File: src/rtl/key_event_queue_pkg.sv
// Shared key definitions for the matrix-keyboard event path.
// Provides key widths and lowest-set-bit helpers.
package key_event_queue_pkg;

  localparam int NUM_KEYS   = 16;
  localparam int KEY_CODE_W = 4;

  typedef logic [NUM_KEYS-1:0]   key_mask_t;
  typedef logic [KEY_CODE_W-1:0] key_code_t;

  // Scanning downwards leaves the lowest set index as the final assignment
  function automatic key_code_t lsb_index(input key_mask_t v);
    key_code_t idx;
    idx = '0;
    for (int i = NUM_KEYS - 1; i >= 0; i--) begin
      if (v[i]) idx = key_code_t'(i);
    end
    return idx;
  endfunction

  function automatic key_mask_t lsb_onehot(input key_mask_t v);
    return v & (~v + key_mask_t'(1));
  endfunction

endpackage

File: src/rtl/key_event_queue_sync_fifo.sv
// Generic single-clock FIFO with registered storage and combinational head read.
// Callers must not write when full without a read, nor read when empty.
module sync_fifo #(
  parameter int W     = 4,
  parameter int DEPTH = 8,
  parameter int AW    = 3
) (
  input  logic          clk,
  input  logic          rst_n,
  input  logic          wr_en,
  input  logic [W-1:0]  wr_data,
  input  logic          rd_en,
  output logic [W-1:0]  rd_data,
  output logic [AW:0]   count,
  output logic          full,
  output logic          empty
);

  logic [W-1:0]  mem [DEPTH];
  logic [AW-1:0] wr_ptr;
  logic [AW-1:0] rd_ptr;

  assign rd_data = mem[rd_ptr];
  assign full    = (count == (AW+1)'(DEPTH));
  assign empty   = (count == '0);

  // Storage is cleared on reset so the head reads zero while the queue is empty
  always_ff @(posedge clk or negedge rst_n) begin
    if (!rst_n) begin
      for (int i = 0; i < DEPTH; i++) mem[i] <= '0;
      wr_ptr <= '0;
      rd_ptr <= '0;
      count  <= '0;
    end else begin
      if (wr_en) begin
        mem[wr_ptr] <= wr_data;
        wr_ptr      <= wr_ptr + AW'(1);
      end
      if (rd_en) rd_ptr <= rd_ptr + AW'(1);
      case ({wr_en, rd_en})
        2'b10:   count <= count + (AW+1)'(1);
        2'b01:   count <= count - (AW+1)'(1);
        default: count <= count;
      endcase
    end
  end

endmodule

File: src/rtl/key_event_queue.sv
// Turns one-clock key press pulses into 4-bit key codes queued for a valid/ready consumer.
// Same-cycle presses wait in a pending mask and drain lowest index first.
module key_event_queue
  import key_event_queue_pkg::*;
#(
  parameter int DEPTH = 8,
  parameter int AW    = 3
) (
  input  logic                  clk,
  input  logic                  rst_n,
  input  logic [NUM_KEYS-1:0]   key_pulse,
  input  logic                  key_ready,
  input  logic                  ovf_clr,
  output logic                  key_valid,
  output logic [KEY_CODE_W-1:0] key_code,
  output logic [AW:0]           fifo_count,
  output logic                  overflow
);

  key_mask_t pend;
  key_mask_t grant;
  key_mask_t pend_n;
  logic      pop;
  logic      wr;
  logic      loss;
  logic      full;
  logic      empty;

  assign key_valid = ~empty;
  assign pop       = key_valid & key_ready;
  // A pop frees a slot this same edge, so a full queue can still accept a write
  assign wr        = (|pend) & (~full | pop);
  assign grant     = wr ? lsb_onehot(pend) : '0;
  assign pend_n    = (pend & ~grant) | key_pulse;
  // A pulse on its own just-granted bit is re-queued, not lost
  assign loss      = |(key_pulse & pend & ~grant);

  always_ff @(posedge clk or negedge rst_n) begin
    if (!rst_n) begin
      pend     <= '0;
      overflow <= 1'b0;
    end else begin
      pend <= pend_n;
      if (loss)         overflow <= 1'b1;
      else if (ovf_clr) overflow <= 1'b0;
    end
  end

  sync_fifo #(
    .W     (KEY_CODE_W),
    .DEPTH (DEPTH),
    .AW    (AW)
  ) u_fifo (
    .clk     (clk),
    .rst_n   (rst_n),
    .wr_en   (wr),
    .wr_data (lsb_index(pend)),
    .rd_en   (pop),
    .rd_data (key_code),
    .count   (fifo_count),
    .full    (full),
    .empty   (empty)
  );

endmodule

File: config.mk
export PLATFORM = sky130hd
export DESIGN_NAME = key_event_queue
export DESIGN_NICKNAME = d
export VERILOG_FILES = /design/src/rtl/key_event_queue_pkg.sv /design/src/rtl/key_event_queue_sync_fifo.sv /design/src/rtl/key_event_queue.sv
export SDC_FILE = /design/constraint.sdc
export NUM_CORES = 1
export LEC_CHECK = 0
export CAP_MARGIN = 20
export CORE_ASPECT_RATIO = 1.4
export CORE_UTILIZATION = 30
export CTS_BUF_LIST = sky130_fd_sc_hd__clkbuf_8 sky130_fd_sc_hd__clkbuf_16
export DETAILED_ROUTE_END_ITERATION = 12
export HOLD_SLACK_MARGIN = 0.06
export PLACE_DENSITY_LB_ADDON = 0.3
export SLEW_MARGIN = 5
export SYNTH_ARGS = -nofsm -noshare
export SYNTH_HDL_FRONTEND = slang
export SYNTH_SLANG_ARGS = --single-unit
export TNS_END_PERCENT = 20
File: constraint.sdc
create_clock -name clk -period 4.1 [get_ports clk]
set_input_delay 0.82 -clock clk [delete_from_list [all_inputs] [get_ports clk]]
set_output_delay 0.82 -clock clk [all_outputs]
set_load 0.03 [all_outputs]
==> impl_results.md <==
- N_diodes: 0
- First-pass GRT wire length: 11,000 um
- Vias post-DR: 2,099
- Postcts setup bufs: 0
- H-tree Lvls: 3
- Clock latency on the worst-skew pair: between 300 and 400 ps
- Total GRT Usage: 0.138
- Hold_buf cts: 0
- Met2 usage: 0.228
- Fin cells: 422
- Die area: 0.0107 mm^2
- Fmax: ~300 MHz
- Max Cap Viol: 0
- Post-synthesis sequential area ratio: 0.477
- CTS Sinks: between 50 and 60
- Met3 usage: 0.0325
- Busiest grt layer: met2
- RSZ-0062 raised after global routing: no
- CP startpoint kind: flop
- Initial DRC Count: 76
- CTS clock-pin slew for the worst setup and hold paths: 50 ps
- I/O Pins: 30
- Hold Vio Cnt, Final: 0
- Std-Cell Core Area: 0.00995 mm^2
- DPL Wire Length: a little under 5000 um
- Top-area cell type share of the netlist area: 0.477
- Starting Density: 0.311
- Share of layout cells above drive strength 1: 0.157
- Number of synthesized flops with an enable pin: 0
- Reg area: 0.00148 mm^2
- CTS buffer count: 9
- Critical Path End Type: output port
- Synth Cell Area: 0.00309 mm^2
- Bufs on Longest Clock Path: 2
- Resized cells post-CTS: 0
- Most used DFF post-synth: dfrtp_1
- Mapped Cells: around 250
- Design Area, Final: roughly 0.0038 mm^2
- PortBufs: 29
- Asr flop ratio synth: 1.00
- Overall die height: 122 um
- Nets@finish: 309
- Layout Skew: 3.98 ps
- DR WL/cell: roughly 16 um
- Met1 Use GR: 0.175
- Netlist cell types: 54
- WP data required: 3280 ps
- Initial DRT Pass Iterations: 4
- Fin Setup TNS: 0 ps
- P&R area growth vs syn: 23.2%
- Initial antenna violation count: 0
- Critical path class: flop to output port
- Via/cell ratio: 4.97
- Gr ovfl total: 0
- Slew Viols, Final: 0
- # setup viols final: 0
- Power per Cell Area: about 600 mW/mm^2
- Worst slew pin tran: between 900 and 1000 ps
- Ys Warns: 0
- Vias in the first global route: 2,115
- Chip width: roughly 88 um
- Mapped Avg Cell Area: 12.2 um^2
- GP Congestion: 0.808
- Slew headroom: 0.347
- Ranking of synthesized cells by area: dfrtp_1 48%, mux2_1 12%, mux4_2 5.8%
- Fin crit share: 0.805
- Post-Syn Nets: approximately 280
- Maximum VDD drop: 217 uV
- Dpl cells: slightly above 400
- Worst reg-to-reg setup slack: 1260 ps
- Worst-path maximum fanout: 10
- Flops & latches, synth: slightly below 60
- DP Area: 0.00351 mm^2
- Leak: 1.61 nW
- ANT nets after route: 0
- Fin crit period: 3300 ps
- Outcome: completed
- Largest area contributor in the netlist: dfrtp_1
- Multi-input logic area: 0.00153 mm^2
- Min-delay worst type: flop to flop
- WL final: 6630 um
- Arr. time, crit path: 2480 ps
- Pin count of the biggest net entering global routing: 38
- DRC Markers: 0
- Num rows: between 40 and 50
- Root buffer cell: clkbuf_16
- CTS tree: yes
- Fillers: ~950
worst max-delay path, cell delays in order (launching register included):
cell and delay (ps):
dfrtp_1 710, mux4_2 570, mux2_2 290, clkdlybuf4s50_1 590
power by group:
| group | leakage [nW] | switching, mW | internal (mW) | total (mW) |
|---|---|---|---|---|
| Clock | 0.151 | 0.239 | 0.511 | 0.750 |
| Sequential | 0.699 | 0.175 | 0.709 | 0.884 |
| Combinational | 0.766 | 0.302 | 0.364 | 0.667 |
cells by family after synthesis:
family                     synth area share
and+or+nand+nor                       0.141
DFF                                   0.477
AOI/OAI and AO/OA                     0.107
muxes                                 0.196
buffers and inverters                0.0279
xor gates and xnor gates             0.0287
adders and majority gates            0.0226
cells in the final DEF, fill, tap and decap left out, types with 2 or more instances in the layout:
cell	Yosys	routed
a211oi_1	2	2
a21o_1	10	10
a21oi_1	8	8
a22o_1	3	3
a22oi_1	2	2
buf_4	0	2
clkbuf_16	0	9
clkbuf_8	0	3
clkdlybuf4s50_1	0	28
dfrtp_1	59	59
ha_1	4	4
inv_1	9	9
mux2_1	32	32
mux2_2	5	5
mux4_2	8	8
nand2_1	10	10
nand2b_1	8	8
nand3_1	8	8
nand4_1	4	4
nand4_2	2	2
nand4b_2	2	2
nor2_1	11	11
nor3_1	2	2
nor4_1	3	3
nor4_2	2	2
nor4b_2	2	2
o211ai_1	3	3
o21ai_0	6	6
o21ai_1	4	4
o31ai_1	3	3
or3_1	2	2
xnor2_1	5	5
xor2_1	2	2
area by class of cell:
| cell class | count | share of cell area |
|---|---|---|
| flip-flops and latches | 59 | 0.387 |
| clock buffers | 12 | 0.0699 |
| multi-input cells | 174 | 0.402 |
| inverters | 9 | 0.00886 |
| well taps | 135 | 0.0443 |
| clock inverters | 2 | 0.00919 |
| repair buffers | 31 | 0.0788 |
synth_stat cells, types with 2 or more instances:
master / number
a21o_1: 10
clkbuf_1: 5
mux4_2: 8
nor3_1: 2
nand2b_1: 8
buf_2: 3
a22o_1: 3
mux2_2: 5
dfrtp_1: 59
mux2_1: 32
a21oi_1: 8
xnor2_1: 5
a22oi_1: 2
inv_1: 9
ha_1: 4
nor4_2: 2
nand4_1: 4
nor4b_2: 2
or3_1: 2
nand4b_2: 2
o31ai_1: 3
a211oi_1: 2
nand3_1: 8
nor4_1: 3
o21ai_0: 6
xor2_1: 2
nor2_1: 11
nand4_2: 2
buf_1: 2
o211ai_1: 3
nand2_1: 10
o21ai_1: 4
stage by stage:
stage               total power, mW  hold slack, ps   util  setup WS (ps)
finish                         2.30             480  0.383            799
CTS                            2.34             484  0.383            742
global placement               1.56             466  0.353           1050
floorplan                      1.34             452      -           1250
detailed placement             1.57             472  0.353           1010
global route                   2.43             507  0.383            668
final timing paths:
path,start,to,cells after the start
setup reg to reg,pend[8],u_fifo.count[3],9
min in group asynchronous,rst_n,u_fifo.mem[2],1
hold / removal,u_fifo.mem[23],u_fifo.mem[23],1
setup / recovery,u_fifo.rd_ptr[0],key_code[3],3
max in group asynchronous,rst_n,u_fifo.count[0],2
hold reg to reg,u_fifo.mem[23],u_fifo.mem[23],1
sequential cells by signal, summed over array words and instances (netlist names):
register,cells
overflow,1
u_fifo.rd_ptr,3
u_fifo.mem,32
u_fifo.wr_ptr,3
pend,16
u_fifo.count,4
routing by layer:
layer	wire, um	part of all wire
met2	3370	0.51
met5	0	0
met1	2950	0.45
met4	88	0.013
met3	211	0.032
Power figures use the tool's default switching activity.
